--- src/rtl/es_pkg.sv ---
// Shared constants and types for the E/S port responder: data/address widths,
// port index names and the output-handshake state encoding.
package es_pkg;

  localparam int ES_DW = 8;
  localparam int ES_AW = 2;

  localparam logic [ES_AW-1:0] PORT_LED  = 2'd0;
  localparam logic [ES_AW-1:0] PORT_DISP = 2'd1;
  localparam logic [ES_AW-1:0] PORT_AUX0 = 2'd2;
  localparam logic [ES_AW-1:0] PORT_AUX1 = 2'd3;

  typedef enum logic {
    IDLE = 1'b0,
    WAIT = 1'b1
  } out_state_e;

endpackage

--- src/rtl/es_in_fifo.sv ---
// Synchronous FIFO for producer words; a push is visible at the head one cycle later.
// Head data is combinational (zero when empty); push is ignored when full, pop when empty.
module es_in_fifo #(
  parameter int DW    = 8,
  parameter int DEPTH = 2
) (
  input  logic          clk,
  input  logic          reset,
  input  logic          push_i,
  input  logic          pop_i,
  input  logic [DW-1:0] wr_dat_i,
  output logic [DW-1:0] rd_dat_o,
  output logic          full_o,
  output logic          empty_o
);

  localparam int PW = $clog2(DEPTH);
  localparam logic [PW:0] FULL_CNT = (PW+1)'(DEPTH);

  logic [DW-1:0] mem_q [DEPTH];
  logic [PW-1:0] wr_ptr_q, wr_ptr_d;
  logic [PW-1:0] rd_ptr_q, rd_ptr_d;
  logic [PW:0]   cnt_q, cnt_d;
  logic          do_push, do_pop;

  assign full_o   = (cnt_q == FULL_CNT);
  assign empty_o  = (cnt_q == '0);
  assign do_push  = push_i && !full_o;
  assign do_pop   = pop_i && !empty_o;
  assign rd_dat_o = empty_o ? '0 : mem_q[rd_ptr_q];

  // Power-of-two depth lets the pointers wrap by natural overflow.
  always_comb begin
    wr_ptr_d = wr_ptr_q;
    rd_ptr_d = rd_ptr_q;
    cnt_d    = cnt_q;
    if (do_push) wr_ptr_d = wr_ptr_q + 1'b1;
    if (do_pop)  rd_ptr_d = rd_ptr_q + 1'b1;
    case ({do_push, do_pop})
      2'b10:   cnt_d = cnt_q + 1'b1;
      2'b01:   cnt_d = cnt_q - 1'b1;
      default: cnt_d = cnt_q;
    endcase
  end

  always_ff @(posedge clk) begin
    if (reset) begin
      wr_ptr_q <= '0;
      rd_ptr_q <= '0;
      cnt_q    <= '0;
    end else begin
      wr_ptr_q <= wr_ptr_d;
      rd_ptr_q <= rd_ptr_d;
      cnt_q    <= cnt_d;
    end
  end

  always_ff @(posedge clk) begin
    if (do_push) mem_q[wr_ptr_q] <= wr_dat_i;
  end

endmodule

--- src/rtl/es_port_resp.sv ---
// Peripheral responder for CPU E/S instructions: output port latches with a registered strobe, input FIFO
// with zero-latency head read and a stall on empty read. ES_OUT_ACK_EN holds the strobe until out_ack.
module es_port_resp
  import es_pkg::*;
#(
  parameter int DW         = ES_DW,
  parameter int NPORTS     = 4,
  parameter int FIFO_DEPTH = 2
) (
  input  logic                 clk,
  input  logic                 reset,
  input  logic                 dec_enable,
  input  logic [ES_AW-1:0]     port_addr,
  input  logic [DW-1:0]        wdata,
  input  logic                 rd_en,
  output logic [DW-1:0]        rdata,
  output logic                 stall,
  output logic [NPORTS*DW-1:0] out_data,
  output logic [NPORTS-1:0]    out_strobe,
  input  logic [DW-1:0]        in_data,
  input  logic                 in_valid,
  output logic                 in_ready
`ifdef ES_OUT_ACK_EN
  ,
  input  logic                 out_ack
`endif
);

  logic                 fifo_empty, fifo_full;
  logic [DW-1:0]        fifo_head;
  logic                 push, pop;
  logic                 rd_stall, ack_stall;
  logic                 addr_ok, wr_take;
  logic [NPORTS-1:0]    sel;
  logic [NPORTS*DW-1:0] data_q, data_d;
  logic [NPORTS-1:0]    strobe_q, strobe_d;

  assign in_ready = !fifo_full;
  assign push     = in_valid && !fifo_full;
  assign pop      = rd_en && !fifo_empty;
  assign rd_stall = rd_en && fifo_empty;
  assign rdata    = fifo_head;
  assign stall    = rd_stall || ack_stall;

  // Addresses beyond the configured port count are dropped without a strobe.
  assign addr_ok  = (32'(port_addr) < NPORTS);
  assign wr_take  = dec_enable && !stall && addr_ok;

  es_in_fifo #(
    .DW    (DW),
    .DEPTH (FIFO_DEPTH)
  ) u_in_fifo (
    .clk      (clk),
    .reset    (reset),
    .push_i   (push),
    .pop_i    (pop),
    .wr_dat_i (in_data),
    .rd_dat_o (fifo_head),
    .full_o   (fifo_full),
    .empty_o  (fifo_empty)
  );

  always_comb begin
    sel    = '0;
    data_d = data_q;
    for (int k = 0; k < NPORTS; k++) begin
      if (32'(port_addr) == k) sel[k] = 1'b1;
    end
    for (int k = 0; k < NPORTS; k++) begin
      if (wr_take && sel[k]) data_d[k*DW +: DW] = wdata;
    end
  end

`ifdef ES_OUT_ACK_EN
  out_state_e state_q, state_d;

  // A new write while waiting for the consumer is held off via stall.
  assign ack_stall = (state_q == WAIT) && dec_enable;

  always_ff @(posedge clk) begin
    if (reset) state_q <= IDLE;
    else       state_q <= state_d;
  end

  always_comb begin
    state_d  = state_q;
    strobe_d = '0;
    case (state_q)
      IDLE: begin
        if (wr_take) begin
          state_d  = WAIT;
          strobe_d = sel;
        end
      end
      WAIT: begin
        if (out_ack) state_d  = IDLE;
        else         strobe_d = strobe_q;
      end
      default: state_d = IDLE;
    endcase
  end
`else
  assign ack_stall = 1'b0;
  assign strobe_d  = wr_take ? sel : '0;
`endif

  always_ff @(posedge clk) begin
    if (reset) begin
      data_q   <= '0;
      strobe_q <= '0;
    end else begin
      data_q   <= data_d;
      strobe_q <= strobe_d;
    end
  end

  assign out_data   = data_q;
  assign out_strobe = strobe_q;

endmodule

--- config.mk ---
export PLATFORM = sky130hd
export DESIGN_NAME = es_port_resp
export DESIGN_NICKNAME = d
export VERILOG_FILES = /design/src/rtl/es_pkg.sv /design/src/rtl/es_in_fifo.sv /design/src/rtl/es_port_resp.sv
export SDC_FILE = /design/constraint.sdc
export NUM_CORES = 1
export LEC_CHECK = 0
export CELL_PAD_IN_SITES_DETAIL_PLACEMENT = 0
export CELL_PAD_IN_SITES_GLOBAL_PLACEMENT = 1
export CORE_ASPECT_RATIO = 0.5
export CORE_MARGIN = 2
export CORE_UTILIZATION = 32
export DETAILED_ROUTE_END_ITERATION = 10
export HOLD_SLACK_MARGIN = 0.08
export PLACE_DENSITY = 0.77
export REMOVE_ABC_BUFFERS = 1
export SYNTH_ARGS = -nofsm -noshare
export SYNTH_HDL_FRONTEND = slang
export SYNTH_SLANG_ARGS = --single-unit
--- constraint.sdc ---
create_clock -name clk -period 1.5 [get_ports clk]
set_input_delay 0.45 -clock clk [delete_from_list [all_inputs] [get_ports clk]]
set_output_delay 0.45 -clock clk [all_outputs]
set_load 0.02 [all_outputs]
; Word level (Yosys, flattened, before mapping)
; Memories as Yosys holds them, arrays and structs flattened. A register that Yosys moved wholly into a read port is not among the register bits.
; Cells that the tools add are included.
[totals]
register_bits = 40
latchBits = 0
ramBits = 16
mem_bits_ro = 0
input_bits = 23
output_inout_bits = 46
word_cells = 47
n_memories = 1
[op_classes]
addsub = 4
mul = 0
n_div = 0
n_lt_le_gt_ge = 0
n_eq_ne = 6
shifts = 0
mux = 10
n_bitwise = 1
n_reduce_logical = 17
[memory_table]
columns = name, words, width, read_ports, rd_clocked_by_memory_dff, wr, line
row1 = u_in_fifo.mem_q, 2, 8, 1, 1, 1, es_in_fifo.sv:20  ; logic [DW-1:0] mem_q [DEPTH];
[op_table]
columns = operator, count
row1 = $logic_and A1 B1 Y1, 10
row2 = $eq A2 B2 Y1 const B, 4
row3 = $mux W1, 8
row4 = $mux W8, 1
row5 = $eq A2 B1 Y1 const B, 2
row6 = $logic_not A2 Y1, 2
row7 = $pmux W2 S2, 1
row8 = $logic_not A1 Y1, 3
row9 = $add A1 B1 Y1 const B, 2
row10 = $add A2 B1 Y2 const B, 1
row11 = $reduce_bool A2 Y1, 1
row12 = $reduce_or A2 Y1, 1
row13 = $sub A2 B1 Y2 const B, 1
row14 = $not A1 Y1, 1

; Longest topological paths before layout
; Gate-level depths: netlist of the first run.
[depth]
depth_word = 6
mapped_depth = 6
mapped_depth_nobuf = 6

; Hierarchy
; A second synthesis of the first run with hierarchy kept.
[hier_totals]
cells_unflattened = 194
area_unflattened_um2 = 2248.4
[by_module_without_submodules]
columns = module, n_inst, cells_each, area_per_inst_um2, seq_area_each_um2
row1 = es_port_resp, 1, 134, 1430.1, 720.7
row2 = es_in_fifo, 1, 60, 818.3, 580.6

; Worst setup path before layout of the first run
; No wires, ideal clock.
[synth_path]
kind = register to register
from = reg u_in_fifo.cnt_q[0]
to = reg u_in_fifo.cnt_q[1]
setup_ps = 70
t_arrival_ps = 1568
required_time_ps = 1430
slack_ps = -138
stages_incl_launch_ff = 6
path_buffers = 0
synth_period_minus_slack_ps = 1638
path_cell_list = dfxtp_1 nand2b_1 nand2_1 ha_1 or3_1 a21oi_1
[synth_between]
elab_chain_cells = 6
word_cells_on_any_way = 14
classes_between = add/sub (2) / eq/ne (3) / mux (1) / reduce/logical (8)
[synth_rtl]
columns = item, line
row1 = from (decl), es_in_fifo.sv:23  ; logic [PW:0] cnt_q, cnt_d;
row2 = from (signal assigned), es_in_fifo.sv:54  ; cnt_q <= cnt_d;
row3 = $eq A2 B2 Y1 *, es_in_fifo.sv:26  ; assign full_o = (cnt_q == FULL_CNT);
row4 = $logic_not A1 Y1 *, --
row5 = via in_ready, es_port_resp.sv:22  ; output logic in_ready
row6 = $logic_and A1 B1 Y1, es_port_resp.sv:39  ; assign push = in_valid && !fifo_full;
row7 = $logic_and A1 B1 Y1 *, es_in_fifo.sv:28  ; assign do_push = push_i && !full_o;
row8 = $eq A2 B1 Y1 or $eq A2 B2 Y1 (tied branches), es_in_fifo.sv:39  ; case ({do_push, do_pop})
row9 = $pmux W2 S2 or $reduce_bool A2 Y1 (tied branches), --
; The timed path passes the listed nets; every way through them passes the cells marked *.
; A chain may end at the register's enable or synchronous reset.

; Final worst setup path of the first run
[layout_path]
from = reg u_in_fifo.cnt_q[1]
to = out stall
[layout_between]
elab_chain_cells = 2
[layout_rtl]
columns = item, line
row1 = $logic_not A2 Y1, es_in_fifo.sv:27  ; assign empty_o = (cnt_q == '0);
row2 = $logic_and A1 B1 Y1, es_port_resp.sv:41  ; assign rd_stall = rd_en && fifo_empty;
row3 = to (decl), es_port_resp.sv:17  ; output logic stall,
; Every way passes these cells.

==> results by group, run 1 <==
Outcome
  • Outcome: complete, but fails checks
  • Failing checks: setup timing

Logic synthesis
  • Cell taking the most area after synthesis: dfxtp_1
  • Register area share after synthesis: 57.7%
  • Yosys cell types: 26
  • Synth top area share: 36.4%
  • #FFs+latches synth: 57
  • EDFF count, synth: 16
  • Simple logic cell fraction of the synthesized area: 18.1%
  • Post-Synth XOR/XNOR Area: 1.17%
  • Synthesis Warnings: 0
  • Compound-Gate Fraction of Synth Area: 1.33%
  • Syn Inst Count: 190
  • Synth Area in Adders: 0.555%
  • Synthesized cell area: 2250 sq um
  • Mapped Avg Cell Area: 11.9 sq um
  • Ys async rst share: 0%
  • Ys flop type: dfxtp_1
  • Mux cell area share after synthesis: 17.8%
  • Synth area leaders: dfxtp_1 (36%), edfxtp_1 (21%), mux2i_1 (18%)
  • Largest family of logic cells by synthesized area: simple AND/OR/NAND/NOR gates

CTS
  • CTS Buffer Depth: 2
  • Worst-Skew Late Latency: 330 ps
  • Clk sinks: 57
  • CTS root buf: clkbuf_16
  • CTS tree: yes
  • H-Tree Depth: 3
  • Hold_buf cts: 0
  • CTS Buf Count: 9
  • Clk slew on worst S/H paths: 50 ps

Detailed routing
  • Vias per Instance: 4.37
  • DRC errors left: 0
  • Detailed-route via count: 1665
  • DR pass1 iterations: 4
  • WL final: 5.04 mm
  • Drt wl/cell: 13.2 um
  • DRT antenna net count: 0
  • DR iter-0 viols: 57

Die
  • Core Region: 6750 sq um
  • Die width: 123 um
  • Initial Utilization: 33.4%
  • IO Pins: 69
  • Die footprint: 7770 sq um
  • Die Ht: 63.4 um
  • Row count: 21

Cells and area
  • Most common cell after layout, fill and taps aside: nand2b_1
  • Final net count: 308
  • Highest-count cells in the layout ignoring fill and taps: nand2b_1 (40), mux2i_1 (39), dfxtp_1 (38)
  • ANT cells: 0
  • Syn-to-layout area delta: 56.4%
  • Layout cell share with drive strength beyond 1: 22.8%
  • Final core utilization: 52.2%

Timing
  • RSZ-0062 raised after global routing: true
  • Slew @ Worst Pin: 338 ps
  • Final Cycle Share: 113%
  • Slew Limit Fails: 0
  • Max-Slew Margin vs Limit: 77.4%
  • Fmax: 590 MHz
  • Layout Skew: 5.43 ps
  • Final setup violation count: 11
  • Setup ws final: -194 ps
  • Final hold violations: 0
  • Min Tclk post-route: 1690 ps

Worst setup path
  • Critical path's slowest cell: or3b_4
  • Crit Reg-Reg Endpoint: u_in_fifo.cnt_q[1]$_SDFFE_PP0P_
  • Setup CP Type: reg -> out
  • FF-to-FF path depth: 8
  • Crit path required time: 1050 ps
  • Critical Path Fanout Max: 3
  • R2r setup slk: -20 ps
  • Cell Chain, Critical Path: or3b_4, inv_2, buf_6
  • Crit-path max cell delay: 410 ps
  • Crit path DAT: 1240 ps
  • RR Startpoint: u_in_fifo.cnt_q[0]$_SDFFE_PP0P_
  • CP Launch Type: flop
  • CP Capture Type: primary output

Placement
  • Dpl hpwl: 3.55 mm
  • Dpl ws: -934 ps
  • GPL Wtd Cong: 0.713
  • Port-buffer cells: 68

Hold path
  • Hold WC Path Type: reg -> reg
  • Hold path start: out_data[8]$_SDFFE_PP0P_
  • Endpoint, Worst Hold: out_data[8]$_SDFFE_PP0P_
  • Hold path cells: 2

GRT
  • Wire length of the first global-routing pass: 8.22 mm
  • Remaining Overflow, GRT: 0
  • Vias in the first global route: 1706
  • Total track usage: 14.5%
  • Largest net degree at the start of global routing: 44
  • Initial antenna violation count: 0

Power and ir drop
  • Leak: 1.61 nW
  • Max rail drop VDD: 0.697 mV
  • PD cells: 1490 nW/um^2

Job
  • Max-cap violations: 0
area by class of cell:
class | instances | area [sq um]
flip-flops and latches | 57 | 1310
multi-input cells | 119 | 942
clock inverters | 5 | 22.5
repair buffers | 94 | 893
fillers | 637 | 3230
well taps | 92 | 115
clock buffers | 11 | 233
inverters | 3 | 11.3
critical path, delay by kind of cell (launching register included):
family,cells,cell delay (ps)
simple gates,1,410
buf+inv,2,180
flops,1,330
power breakdown:
group | total, mW | switching [mW] | internal, mW | leakage, nW
logic | 1.67 | 0.800 | 0.869 | 0.999
clock network | 1.72 | 0.632 | 1.09 | 0.128
registers | 1.88 | 0.103 | 1.78 | 0.484
per-stage QoR:
stage          TNS, ps  hold slack (ps)  cells  total power, mW  cell area [sq um]
2_1_floorplan     -490              472    179             2.58               2190
3_3_place_gp    -25300              462    360             3.31               3180
3_5_place_dp    -26220              469    360             3.35               3180
4_1_cts          -1470              473    380             5.23               3470
5_1_grt          -2200              499    381             5.57               3530
6_report         -1500              467    381             5.27               3530
synth_stat cells, types with 2 or more instances:
cell	instances
buf_4	2
mux2i_1	40
edfxtp_1	16
clkbuf_1	7
xor2_1	2
a21oi_1	2
buf_6	2
or3_1	2
nor2_1	17
nand2b_1	41
dfxtp_1	41
inv_1	2
o21ai_0	2
nand2_1	2
sequential cells by signal, summed over array words and instances, names as in the netlist, named ones only:
signal	cells
out_data	32
u_in_fifo.mem_q	16
u_in_fifo.cnt_q	2
out_strobe	4
u_in_fifo.rd_ptr_q	1
u_in_fifo.wr_ptr_q	1
worst max path at each step:
| stage | from | end | cells after the start |
|---|---|---|---|
| final | u_in_fifo.cnt_q[1]$_SDFFE_PP0P_ | stall | 3 |
| after global routing | flop | rdata[3] | 4 |
| after CTS | flop | rdata[5] | 4 |
| after detailed placement | rd_en | stall | 4 |
| after global placement | rd_en | stall | 4 |
| after floorplan | u_in_fifo.cnt_q[0]$_SDFFE_PP0P_ | u_in_fifo.cnt_q[1]$_SDFFE_PP0P_ | 5 |
per-layer routing:
metal	up-vias	routed length [um]	global-route usage, %
li1	836	-	-
met1	790	2150	15.8
met2	35	2560	23.5
met3	4	291	7.70
met4	0	42	6.47
met5	-	0	0
kinds of logic after synthesis:
kind of cell	after synthesis
buffers and inverters	14
flip-flops	57
adder cells (fa/ha/maj)	1
multiplexers	40
AO/OA/AOI/OAI	5
XOR/XNOR	3
AND/OR/NAND/NOR	70
repair_timing:
item                                    4_1_cts  5_1_grt
gates cloned                                  0        0
pin swaps                                     5        4
hold endpoints to repair                      0        0
gates resized for setup                     101       17
endpoints found under the setup margin       84       32
setup buffers                                 4        3
Power figures use the tool's default switching activity.
==> run 2, diff against run 1 <==
--- a/config.mk
+++ b/config.mk
@@ -8,7 +8,6 @@
 export CELL_PAD_IN_SITES_DETAIL_PLACEMENT = 0
 export CELL_PAD_IN_SITES_GLOBAL_PLACEMENT = 1
 export CORE_ASPECT_RATIO = 0.5
-export CORE_MARGIN = 2
 export CORE_UTILIZATION = 32
 export DETAILED_ROUTE_END_ITERATION = 10
 export HOLD_SLACK_MARGIN = 0.08
==> run 2 against run 1 <==
The run still ends with setup timing left. Hold slack better by 2.7 ps. Sequential power hardly changed. Register-to-register slack lost 60 ps. First-iteration DRC count decreased by 5.3%. Routed wire length decreased by 4.3%. Worst setup slack got worse by 17 ps. Power fell by 1.4%. Maximum frequency decreased by 1.0%. Non-clock buffer count increased by 2. Sequential share of layout area grew 0.21 points. Core utilization down 0.30 points. Largest cell class unchanged. Largest power group unchanged.
==> results by group, run 2 (same netlist as run 1, synthesis figures left out) <==
GRT
  • Met2 Use GR: 23.6% (was 23.5%)
  • Total track usage: 13.9% (was 14.5%)
  • Met1 global-route usage: 16.0% (was 15.8%)
  • GR Layer Usage met3: 6.02% (was 7.70%)
  • Top Usage Layer GRT: met2 (unchanged)
  • Vias in the first global route: 1537 (was 1706)
  • Wire length of the first global-routing pass: 7.47 mm (was 8.22 mm)
  • Initial antenna violation count: 0 (unchanged)
  • Largest net degree at the start of global routing: 45 (was 44)
  • Remaining Overflow, GRT: 0 (unchanged)

Cells and area
  • Highest-count cells in the layout ignoring fill and taps: mux2i_1 (40), nand2b_1 (40), dfxtp_1 (38) (was nand2b_1 (40), mux2i_1 (39), dfxtp_1 (38))
  • Max reg flops: 32 (unchanged)
  • Post-route non-filler standard cell count: 383 (was 381)
  • Final core utilization: 51.9% (was 52.2%)
  • ANT cells: 0 (unchanged)
  • Syn-to-layout area delta: 55.5% (was 56.4%)
  • Final net count: 310 (was 308)
  • Layout cell share with drive strength beyond 1: 22.7% (was 22.8%)
  • Fill count: 599 (was 637)

Timing
  • Final Cycle Share: 114% (was 113%)
  • Slew Limit Fails: 0 (unchanged)
  • Layout Skew: 3.47 ps (was 5.43 ps)
  • Fin Hold WS: 469 ps (was 467 ps)
  • Final setup violation count: 12 (was 11)
  • Min Tclk post-route: 1710 ps (was 1690 ps)
  • RSZ-0062 raised after global routing: true (unchanged)
  • Slew @ Worst Pin: 242 ps (was 338 ps)
  • Fmax: 584 MHz (was 590 MHz)
  • Setup ws final: -211 ps (was -194 ps)
  • Final hold violations: 0 (unchanged)
  • Max-Slew Margin vs Limit: 83.9% (was 77.4%)

Worst setup path
  • Crit path required time: 1050 ps (about the same)
  • R2r setup slk: -80 ps (was -20 ps)
  • Crit Reg-Reg Endpoint: u_in_fifo.cnt_q[1]$_SDFFE_PP0P_ (unchanged)
  • CP Capture Type: primary output (unchanged)
  • Critical path's slowest cell: or3b_4 (unchanged)
  • Crit path DAT: 1260 ps (was 1240 ps)
  • Critical Path Fanout Max: 6 (was 3)
  • FF-to-FF path depth: 7 (was 8)
  • RR Startpoint: u_in_fifo.cnt_q[0]$_SDFFE_PP0P_ (unchanged)
  • Setup CP Type: reg -> out (unchanged)
  • CP Launch Type: flop (unchanged)
  • Cell Chain, Critical Path: or3b_4, inv_2, buf_6 (unchanged)
  • Crit-path max cell delay: 400 ps (was 410 ps)

CTS
  • CTS Buffer Depth: 2 (unchanged)
  • Clk sinks: 57 (unchanged)
  • Worst-Skew Late Latency: 320 ps (was 330 ps)
  • H-Tree Depth: 3 (unchanged)
  • CTS Buf Count: 9 (unchanged)
  • CTS root buf: clkbuf_16 (unchanged)
  • Clk slew on worst S/H paths: 50 ps (about the same)
  • Hold_buf cts: 0 (unchanged)
  • CTS tree: yes (unchanged)

Detailed routing
  • WL final: 4.83 mm (was 5.04 mm)
  • DR iter-0 viols: 54 (was 57)
  • Drt wl/cell: 12.6 um (was 13.2 um)
  • Vias per Instance: 4.28 (was 4.37)
  • Detailed-route via count: 1640 (was 1665)
  • DRT antenna net count: 0 (unchanged)
  • DR pass1 iterations: 4 (unchanged)
  • DRC errors left: 0 (unchanged)

Die
  • IO Pins: 69 (unchanged)
  • Die Ht: 61.4 um (was 63.4 um)
  • Core Region: 6750 sq um (unchanged)
  • Die width: 121 um (was 123 um)
  • Row count: 21 (unchanged)
  • Initial Utilization: 33.4% (unchanged)
  • Die footprint: 7410 sq um (was 7770 sq um)

Placement
  • Dpl hpwl: 3.42 mm (was 3.55 mm)
  • Port-buffer cells: 68 (unchanged)
  • Placed cells: 359 (was 360)
  • GPL Wtd Cong: 0.667 (was 0.713)

Hold path
  • Endpoint, Worst Hold: out_data[2]$_SDFFE_PP0P_ (was out_data[8]$_SDFFE_PP0P_)
  • Hold path start: out_data[2]$_SDFFE_PP0P_ (was out_data[8]$_SDFFE_PP0P_)
  • Hold WC Path Type: reg -> reg (unchanged)
  • Hold path cells: 2 (unchanged)

Outcome
  • Failing checks: setup timing (unchanged)
  • Outcome: complete, but fails checks (unchanged)

Power and ir drop
  • Leak: 1.67 nW (was 1.61 nW)
  • PD cells: 1480 nW/um^2 (was 1490 nW/um^2)
  • Max rail drop VDD: 0.452 mV (was 0.697 mV)

Job
  • Max-cap violations: 0 (unchanged)
run 2: cell count changes in the layout (fill, tap and decap cells not counted), moves of 2 or more:
cell             change
clkinv_1             -2
clkdlybuf4s15_1      -8
clkdlybuf4s50_1      -2
buf_4                +2
buf_6                +2
dlygate4sd2_1       +10
buf_12               -3
run 2: worst max path at each step:
stage                                               start                               to  slack [ps]  cells after the start
after global placement                              rd_en                            stall        -940                      4
after detailed placement                            rd_en                            stall        -950                      4
after floorplan           u_in_fifo.cnt_q[0]$_SDFFE_PP0P_  u_in_fifo.cnt_q[1]$_SDFFE_PP0P_        -140                      5
after global routing                                 flop                         rdata[6]        -270                      4
after CTS                 u_in_fifo.cnt_q[1]$_SDFFE_PP0P_                            stall        -230                      3
final                     u_in_fifo.cnt_q[1]$_SDFFE_PP0P_                            stall        -210                      3
run 2: report_power, final:
part / switching [mW] / internal, mW
combinational: 0.770 / 0.827
sequential: 0.117 / 1.78
clock: 0.611 / 1.10
total: 1.50 / 3.70
run 2: metrics by stage:
step,cell area [sq um],power [mW],setup WS (ps),setup TNS (ps)
floorplan,2190,2.58,-137,-490
global placement,3160,3.26,-936,-24140
detailed placement,3160,3.30,-946,-25840
CTS,3460,5.23,-229,-1940
global route,3510,5.49,-267,-2860
finish,3510,5.20,-211,-1810
run 2: cell type report:
class | instances | area (sq um) | share of cell area [%]
multi-input cells | 119 | 943 | 26.9
inverters | 3 | 11.3 | 0.321
clock buffers | 12 | 236 | 6.74
flip-flops and latches | 57 | 1310 | 37.4
clock inverters | 4 | 20.0 | 0.571
well taps | 92 | 115 | 3.28
repair buffers | 96 | 871 | 24.8
run 2: what timing repair did:
| action | 4_1_cts | 5_1_grt |
|---|---|---|
| pin swaps | 4 | 2 |
| resized for setup | 103 | 7 |
| setup endpoints to repair | 83 | 35 |
| buffers inserted | 7 | 3 |
run 2: routing by layer:
layer	share of wire, %	up-vias
li1	-	836
met1	45	762
met2	49	38
met3	5.4	4
met4	0.87	0
met5	0	-
run 2: critical path, delay by kind of cell (launching register included):
kind          cells  cell delay, ps
buf+inv           2             180
flops             1             360
simple gates      1             400
==> run 3, diff against run 2 <==
--- a/config.mk
+++ b/config.mk
@@ -8,10 +8,11 @@
 export CELL_PAD_IN_SITES_DETAIL_PLACEMENT = 0
 export CELL_PAD_IN_SITES_GLOBAL_PLACEMENT = 1
 export CORE_ASPECT_RATIO = 0.5
-export CORE_UTILIZATION = 32
+export CORE_UTILIZATION = 30
+export CTS_BUF_LIST = sky130_fd_sc_hd__clkbuf_8
 export DETAILED_ROUTE_END_ITERATION = 10
 export HOLD_SLACK_MARGIN = 0.08
-export PLACE_DENSITY = 0.77
+export PLACE_DENSITY = 0.7
 export REMOVE_ABC_BUFFERS = 1
 export SYNTH_ARGS = -nofsm -noshare
 export SYNTH_HDL_FRONTEND = slang
==> constraint.sdc (replaced) <==
create_clock -name clk -period 1.8 [get_ports clk]
set_input_delay 0.54 -clock clk [delete_from_list [all_inputs] [get_ports clk]]
set_output_delay 0.54 -clock clk [all_outputs]
set_load 0.02 [all_outputs]
==> run 3 against run 2 <==
The run now ends clean. Final cell count decreased by 1.6%. Critical path depth unchanged. Register-to-register slack improved by 190 ps. Combinational power decreased by 28%. Clock-buffer cell count decreased by 1. Critical endpoint unchanged.
==> results by group, run 3 (same netlist as run 1, synthesis figures left out) <==
Outcome
  • Outcome: complete, no violations (was complete, but fails checks)

Die
  • Die Ht: 63.3 um (was 61.4 um)
  • Row count: 21 (unchanged)
  • IO Pins: 69 (unchanged)
  • Die footprint: 7890 sq um (was 7410 sq um)
  • Die width: 125 um (was 121 um)
  • Initial Utilization: 32.4% (was 33.4%)
  • Core Region: 6960 sq um (was 6750 sq um)

GRT
  • Vias in the first global route: 1549 (was 1537)
  • Wire length of the first global-routing pass: 7.52 mm (was 7.47 mm)
  • Initial antenna violation count: 0 (unchanged)
  • Largest net degree at the start of global routing: 50 (was 45)
  • Remaining Overflow, GRT: 0 (unchanged)
  • Total track usage: 12.6% (was 13.9%)

Power and ir drop
  • Total power: 4.04 mW (was 5.20 mW)
  • Max rail drop VDD: 0.384 mV (was 0.452 mV)
  • Leak: 1.65 nW (was 1.67 nW)
  • PD cells: 1210 nW/um^2 (was 1480 nW/um^2)

Cells and area
  • Syn-to-layout area delta: 48.6% (was 55.5%)
  • Register area: 1310 sq um (about the same)
  • Final net count: 304 (was 310)
  • ANT cells: 0 (unchanged)
  • Highest-count cells in the layout ignoring fill and taps: nand2b_1 (41), mux2i_1 (40), dfxtp_1 (38) (was mux2i_1 (40), nand2b_1 (40), dfxtp_1 (38))
  • Max reg flops: 32 (unchanged)
  • Layout cell share with drive strength beyond 1: 20.4% (was 22.7%)
  • Most common cell after layout, fill and taps aside: nand2b_1
  • Fill count: 643 (was 599)
  • Multi-input gate area: 888 sq um (was 943 sq um)
  • Post-route non-filler standard cell count: 377 (was 383)

Placement
  • Placed cells: 357 (was 359)
  • Port-buffer cells: 68 (unchanged)
  • GPL Wtd Cong: 0.674 (was 0.667)
  • Dpl hpwl: 3.38 mm (was 3.42 mm)
  • Dpl ws: -804 ps (was -946 ps)

Timing
  • Slew @ Worst Pin: 571 ps (was 242 ps)
  • Slew Limit Fails: 0 (unchanged)
  • Fin Hold WS: 469 ps (about the same)
  • Max-Slew Margin vs Limit: 61.7% (was 83.9%)
  • Fmax: 558 MHz
  • Setup ws final: 6.50 ps (was -211 ps)
  • Layout Skew: 3.59 ps (was 3.47 ps)
  • Min Tclk post-route: 1790 ps
  • Final Cycle Share: 99.6%
  • Final setup violation count: 0 (was 12)
  • Final hold violations: 0 (unchanged)
  • RSZ-0062 raised after global routing: true (unchanged)

Worst setup path
  • Setup CP Type: reg -> out (unchanged)
  • Crit path DAT: 1250 ps (was 1260 ps)
  • CP Capture Type: primary output (unchanged)
  • Crit path required time: 1260 ps (was 1050 ps)
  • Crit-path max cell delay: 410 ps (was 400 ps)
  • Critical Path Fanout Max: 3 (was 6)
  • CP Launch Type: flop (unchanged)
  • Cell Chain, Critical Path: or3b_4, inv_2, buf_6 (unchanged)
  • Critical path's slowest cell: or3b_4 (unchanged)

Detailed routing
  • WL final: 4.66 mm (was 4.83 mm)
  • Detailed-route via count: 1613 (was 1640)
  • DR pass1 iterations: 4 (unchanged)
  • DRT antenna net count: 0 (unchanged)
  • Drt wl/cell: 12.4 um (was 12.6 um)
  • Vias per Instance: 4.28 (about the same)
  • DRC errors left: 0 (unchanged)
  • DR iter-0 viols: 45 (was 54)

Job
  • Max-cap violations: 0 (unchanged)

CTS
  • CTS Buffer Depth: 2 (unchanged)
  • H-Tree Depth: 3 (unchanged)
  • CTS root buf: clkbuf_8 (was clkbuf_16)
  • CTS tree: yes (unchanged)
  • Clk slew on worst S/H paths: 60 ps (was 50 ps)
  • Worst-Skew Late Latency: 320 ps (about the same)
  • CTS Buf Count: 9 (unchanged)
  • Clk sinks: 57 (unchanged)

Hold path
  • Hold WC Path Type: reg -> reg (unchanged)
run 3: cell count changes in the layout (fill, tap and decap cells not counted), sizes merged, moves of 2 or more:
| cell | delta |
|---|---|
| clkinv | -2 |
| dlymetal6s2s | +3 |
| buf | -5 |
| bufinv | +2 |
| dlygate4sd2 | -3 |
| clkdlybuf4s15 | -3 |
| clkdlybuf4s50 | +2 |
run 3: path summary, 6_finish.rpt:
kind              cells past startpoint  slack (ps)                               to                       startpoint
hold / removal                        2         470         out_data[6]$_SDFFE_PP0P_         out_data[6]$_SDFFE_PP0P_
setup / recovery                      3           6                            stall  u_in_fifo.cnt_q[0]$_SDFFE_PP0P_
hold reg to reg                       2         470         out_data[6]$_SDFFE_PP0P_         out_data[6]$_SDFFE_PP0P_
setup reg to reg                      7         110  u_in_fifo.cnt_q[1]$_SDFFE_PP0P_  u_in_fifo.cnt_q[0]$_SDFFE_PP0P_
run 3: area by class of cell:
class	count	share of cell area, %
clock inverters	5	2.32
clock buffers	11	4.52
repair buffers	90	23.8
multi-input cells	119	26.5
well taps	92	3.44
inverters	3	0.336
flip-flops and latches	57	39.0
run 3: where the power goes:
part	switching [mW]	internal (mW)	total [mW]
Clock	0.481	0.849	1.33
Sequential	0.0889	1.47	1.56
Combinational	0.586	0.568	1.15
run 3: critical path: cells and delay by family (launching register included):
family	cells	cell delay (ps)
buffers and inverters	2	180
and+or+nand+nor	1	410
DFF	1	340
run 3: metrics by stage:
stage | cell area (sq um) | utilization (%) | setup TNS (ps)
2_1_floorplan | 2190 | - | 0
3_3_place_gp | 3130 | 45.0 | -12830
3_5_place_dp | 3130 | 45.0 | -13200
4_1_cts | 3340 | 48.0 | -22.3
5_1_grt | 3350 | 48.1 | -202
6_report | 3350 | 48.1 | 0
run 3: what timing repair did:
item	in CTS	in global routing
endpoints found under the setup margin	43	13
hold buffers	0	0
gates resized for setup	81	9
buffers inserted	3	1
cloned	0	0
hold endpoints to repair	0	0
pin swaps	1	1
run 3: routing by layer:
metal  vias up  global-route usage (%)  wire length (um)
met3         6                    4.84               243
met5         -                       0                 0
met1       750                    14.7              2140
met2        35                    20.4              2210
met4         0                    5.87                64
li1        822                       -                 -
